File: config.mk
export PLATFORM = sky130hd
export DESIGN_NAME = vector_sweeper
export DESIGN_NICKNAME = d
export VERILOG_FILES = /design/src/rtl/sweeper_pkg.sv /design/src/rtl/vector_sweeper_misr16.sv /design/src/rtl/vector_sweeper.sv
export SDC_FILE = /design/constraint.sdc
export NUM_CORES = 1
export LEC_CHECK = 0
export BUFFER_PORTS_ARGS = -buffer_cell sky130_fd_sc_hd__buf_2
export CAP_MARGIN = 20
export CORE_UTILIZATION = 55
export CTS_CLUSTER_SIZE = 16
export DETAILED_ROUTE_END_ITERATION = 12
export GPL_TIMING_DRIVEN = 0
export PLACE_DENSITY = 0.78
export SLEW_MARGIN = 30
export SYNTH_ARGS = -nofsm -noshare
export SYNTH_HDL_FRONTEND = slang
export SYNTH_SLANG_ARGS = --single-unit
File: constraint.sdc
create_clock -name clk -period 2.8 [get_ports clk]
set_clock_uncertainty 0.2 [all_clocks]
set_input_delay 0.56 -clock clk [delete_from_list [all_inputs] [get_ports clk]]
set_output_delay 0.56 -clock clk [all_outputs]
set_load 0.005 [all_outputs]
File: src/rtl/sweeper_pkg.sv
// Shared types, constants and the MISR step function for the exhaustive
// 7-input / 2-output combinational self-test sweeper.
package sweeper_pkg;

  localparam int unsigned STIM_W = 7;
  localparam int unsigned RESP_W = 2;
  localparam int unsigned SIG_W  = 16;
  localparam int unsigned CNT_W  = 8;

  typedef enum logic [1:0] {
    ST_IDLE   = 2'd0,
    ST_SETTLE = 2'd1,
    ST_SAMPLE = 2'd2,
    ST_DONE   = 2'd3
  } state_e;

  localparam logic [SIG_W-1:0]  MISR_POLY = 16'h1021;
  localparam logic [SIG_W-1:0]  MISR_SEED = 16'hFFFF;
  localparam logic [STIM_W-1:0] LAST_CODE = 7'd127;

  // One signature update: shift-left with feedback, then fold in the response.
  function automatic logic [SIG_W-1:0] misr_next(input logic [SIG_W-1:0]  s,
                                                 input logic [RESP_W-1:0] d);
    return ({s[SIG_W-2:0], 1'b0} ^ (s[SIG_W-1] ? MISR_POLY : 16'h0000))
           ^ {14'b0, d};
  endfunction

endpackage

File: src/rtl/vector_sweeper_misr16.sv
// 16-bit multiple-input signature register; clear reloads the seed, en folds
// one 2-bit response.
module misr16
  import sweeper_pkg::*;
(
  input  logic              clk,
  input  logic              reset,
  input  logic              clear,
  input  logic              en,
  input  logic [RESP_W-1:0] din,
  output logic [SIG_W-1:0]  sig
);

  logic [SIG_W-1:0] r_sig;

  always_ff @(posedge clk or posedge reset) begin
    if (reset) begin
      r_sig <= MISR_SEED;
    end else if (clear) begin
      r_sig <= MISR_SEED;
    end else if (en) begin
      r_sig <= misr_next(r_sig, din);
    end
  end

  assign sig = r_sig;

endmodule

File: src/rtl/vector_sweeper.sv
// Walks stim through all 128 codes, holds each for SETTLE cycles, compresses
// the responses into a MISR and flags pass/fail against GOLDEN.
module vector_sweeper
  import sweeper_pkg::*;
#(
  parameter int unsigned      SETTLE = 4,
  parameter logic [SIG_W-1:0] GOLDEN = 16'h0000
) (
  input  logic              clk,
  input  logic              reset,
  input  logic              start,
  input  logic [RESP_W-1:0] resp,
  output logic [STIM_W-1:0] stim,
  output logic              busy,
  output logic              done,
  output logic              pass,
  output logic [SIG_W-1:0]  signature
);

  localparam logic [CNT_W-1:0] RELOAD = CNT_W'(SETTLE - 1);

  state_e             r_state;
  state_e             w_state_nxt;
  logic [STIM_W-1:0]  r_stim;
  logic [STIM_W-1:0]  w_stim_nxt;
  logic [CNT_W-1:0]   r_cnt;
  logic [CNT_W-1:0]   w_cnt_nxt;
  logic               r_busy;
  logic               w_busy_nxt;
  logic               r_done;
  logic               w_done_nxt;
  logic               r_pass;
  logic               w_pass_nxt;
  logic               w_clear;
  logic               w_en;
  logic [SIG_W-1:0]   w_sig;
  logic [SIG_W-1:0]   w_sig_next;

  // Signature the MISR will hold after this SAMPLE edge; pass compares it.
  assign w_sig_next = misr_next(w_sig, resp);

  always_ff @(posedge clk or posedge reset) begin
    if (reset) begin
      r_state <= ST_IDLE;
    end else begin
      r_state <= w_state_nxt;
    end
  end

  always_comb begin
    w_state_nxt = r_state;
    case (r_state)
      ST_IDLE:   if (start) w_state_nxt = ST_SETTLE;
      ST_SETTLE: if (r_cnt == '0) w_state_nxt = ST_SAMPLE;
      ST_SAMPLE: w_state_nxt = (r_stim == LAST_CODE) ? ST_DONE : ST_SETTLE;
      ST_DONE:   if (start) w_state_nxt = ST_SETTLE;
      default:   w_state_nxt = ST_IDLE;
    endcase
  end

  always_comb begin
    w_stim_nxt = r_stim;
    w_cnt_nxt  = r_cnt;
    w_busy_nxt = r_busy;
    w_done_nxt = r_done;
    w_pass_nxt = r_pass;
    w_clear    = 1'b0;
    w_en       = 1'b0;
    case (r_state)
      ST_IDLE, ST_DONE: begin
        // A restart from DONE drops the previous verdict on the same edge.
        if (start) begin
          w_stim_nxt = '0;
          w_cnt_nxt  = RELOAD;
          w_busy_nxt = 1'b1;
          w_done_nxt = 1'b0;
          w_pass_nxt = 1'b0;
          w_clear    = 1'b1;
        end
      end
      ST_SETTLE: begin
        if (r_cnt != '0) w_cnt_nxt = r_cnt - 8'd1;
      end
      ST_SAMPLE: begin
        w_en = 1'b1;
        if (r_stim == LAST_CODE) begin
          w_busy_nxt = 1'b0;
          w_done_nxt = 1'b1;
          w_pass_nxt = (w_sig_next == GOLDEN);
        end else begin
          w_stim_nxt = r_stim + 7'd1;
          w_cnt_nxt  = RELOAD;
        end
      end
      default: begin
        w_stim_nxt = r_stim;
      end
    endcase
  end

  always_ff @(posedge clk or posedge reset) begin
    if (reset) begin
      r_stim <= '0;
      r_cnt  <= '0;
      r_busy <= 1'b0;
      r_done <= 1'b0;
      r_pass <= 1'b0;
    end else begin
      r_stim <= w_stim_nxt;
      r_cnt  <= w_cnt_nxt;
      r_busy <= w_busy_nxt;
      r_done <= w_done_nxt;
      r_pass <= w_pass_nxt;
    end
  end

  misr16 u_misr (
    .clk   (clk),
    .reset (reset),
    .clear (w_clear),
    .en    (w_en),
    .din   (resp),
    .sig   (w_sig)
  );

  assign stim      = r_stim;
  assign busy      = r_busy;
  assign done      = r_done;
  assign pass      = r_pass;
  assign signature = w_sig;

endmodule

==> flow_summary.json <==
{
  "yosys.area.top_type": "dfrtp_1",
  "synthTopCellsByCount": "nand2_1 (30), dfrtp_1 (20), dfstp_2 (16), o21ai_0 (16), mux2i_1 (14)",
  "grt_util_all_layers_pct": 26.0,
  "fin_util_pct": 67.7,
  "yosys.cell_count.top_type": "nand2_1",
  "htreeDepth": 2,
  "final_nets": 237,
  "yosysWarnings": 0,
  "vias_per_cell": 5.88,
  "fin_tns_setup_ps": 0,
  "wl_per_cell_um": 14.8,
  "cts_tree": "built",
  "r2r_cells": 6,
  "ys.flop_type": "dfrtp_1",
  "place_ws_ps": 483,
  "postCtsSetupBuffers": 0,
  "cts.path.max_buffers": 2,
  "finalWirelength_um": 4000,
  "rsz0062_at_grt": "false",
  "cts_root_buf": "clkbuf_4",
  "yosysSeqAreaShare_pct": 49.0,
  "setup_slack_ps": 464,
  "dr_total_vias": 1594,
  "antenna_found_initial": 0,
  "min_period_ps": 2340,
  "crit_path_end_kind": "flop",
  "dp.cells": 264,
  "drtPass1Iterations": 4,
  "setup_viol": 0,
  "antenna_left": 0,
  "hold_path.class": "input port to async pin",
  "initial_core_util_pct": 59.6,
  "holdBufCountCts": 0,
  "fmax_mhz": 428,
  "syn-cell-area_um2": 1880,
  "place_congestion": 0.847,
  "grt_pass1_vias": 1567,
  "worst_pin_slew_ps": 722,
  "status": "complete, no violations",
  "synthTopCellsByArea": "dfrtp_1 (27%), dfstp_2 (22%), mux2i_1 (7.5%), nand2_1 (6.0%), o21ai_0 (4.3%)",
  "syn_area_per_cell_um2": 9.88,
  "layout-drive-gt1-share_pct": 26.9,
  "synth_cells": 190,
  "worstPathArrival_ps": 2430,
  "antenna_cells": 0,
  "cp-endpoint": "stim[3]",
  "clk_pin_slew_ps": 110,
  "coreArea_um2": 3150,
  "pin_count": 31,
  "fp.dieArea_um2": 3650,
  "fin_cells": 271,
  "hpwl_um": 2900,
  "drt-initial-drc-count": 94,
  "port_buffers": 30,
  "die_h_um": 60.4,
  "r2r-start": "r_state[0]",
  "hold_violations": 0,
  "worstSetupStartpointType": "flop",
  "critPathLaunch": "r_state[0]",
  "drc": 0,
  "leakagePower_uw": 0.000922,
  "fin_crit_sh_pct": 83.4,
  "synth_nets": 200,
  "power_density_nw_per_um2": 774,
  "area_growth_pct": 13.6,
  "r2r_end": "stim[3]",
  "numClockSinks": 36,
  "grt_pass1_wl_um": 6970,
  "crit_required_ps": 2890,
  "grt_start_max_net_pins": 37,
  "synth_top_area_share_pct": 26.6,
  "vdd_drop_max_mv": 0.489,
  "die_w_um": 60.4,
  "grt_overflow": 0,
  "ys_ff_latch": 36,
  "synth_enable_flop_cells": 0,
  "slew_viol_final": 0,
  "path_max_fanout": 8,
  "async_reset_ff_share_pct": 100,
  "maxCapViolCount": 0,
  "rrSetupSlack_ps": 460,
  "cts_inserted_buffers": 5,
  "max-slew-margin-rel_pct": 51.8,
  "insertion_delay_ps": 350,
  "cts_resized": 0,
  "row_count": 20,
  "critPathKind": "flop to flop",
  "synth.distinct_cells": 45
}
## metal layers
layer,part of all wire [%],track usage [%]
met1,44,32.6
met2,48,42.7
met3,6.3,7.46
met4,1.3,10.4
met5,0,0
## area by class of cell
cell class                 instances  area (µm²)
inverter                           8        30.0
buffer                             7        28.8
clock buffer                       5        37.5
timing repair buffer              30         150
fill                             259        1020
clock inverter                     2        12.5
tap                               44        55.1
sequential                        36         921
multi-input combinational        139         898
## worst min-delay path by stage
stage	to	slack, ps	depth (start not counted)
floorplan	r_cnt[0]	270	1
global placement	r_cnt[0]	290	1
detailed placement	r_cnt[0]	290	1
CTS	busy	150	2
global route	done	180	2
finish	done	120	2
## placed cells by master (no fill, tap or decap), types with 7 or more instances in the layout
master / count
buf_2: 32
nand2_1: 30
dfrtp_1: 20
o21ai_0: 16
dfstp_2: 16
mux2i_1: 14
nor2_1: 9
nand3_1: 7
inv_1: 7
## state kept, by name (all words and copies together), names as in the netlist
| name | count |
|---|---|
| u_misr.sig | 16 |
| r_cnt | 8 |
| stim | 7 |
| r_state | 2 |
| busy | 1 |
| done | 1 |
| pass | 1 |
## cell families (layout without fill, tap and decap cells)
| kind of cell | count (synthesis) | count (layout) | synth area share, % |
|---|---|---|---|
| and+or+nand+nor | 71 | 71 | 19.3 |
| AOI/OAI and AO/OA | 45 | 45 | 15.9 |
| DFF | 36 | 36 | 49.0 |
| buffers and inverters | 15 | 52 | 3.13 |
| muxes | 14 | 14 | 7.46 |
| adders and majority gates | 5 | 5 | 3.33 |
| xor gates and xnor gates | 4 | 4 | 1.87 |
## power by group
group	internal (µW)	switching, µW
clock network	91.4	174
logic	263	392
registers	633	97.2
## worst max-delay path, cell delays in order, from the launching register on
cell and delay, ps:
dfrtp_1 370, inv_1 60, ha_1 360, or2b_4 270, o211ai_1 230, or4b_2 700
nand3_1 100
## through the flow
step | total power [µW] | area [µm²] | hold WS (ps)
finish | 1650 | 2130 | 123
global route | 1780 | 2130 | 184
CTS | 1650 | 2130 | 151
detailed placement | 1390 | 2080 | 294
global placement | 1350 | 2080 | 291
floorplan | 1200 | 1880 | 266
No activity file was read; power rests on OpenSTA's default activity.
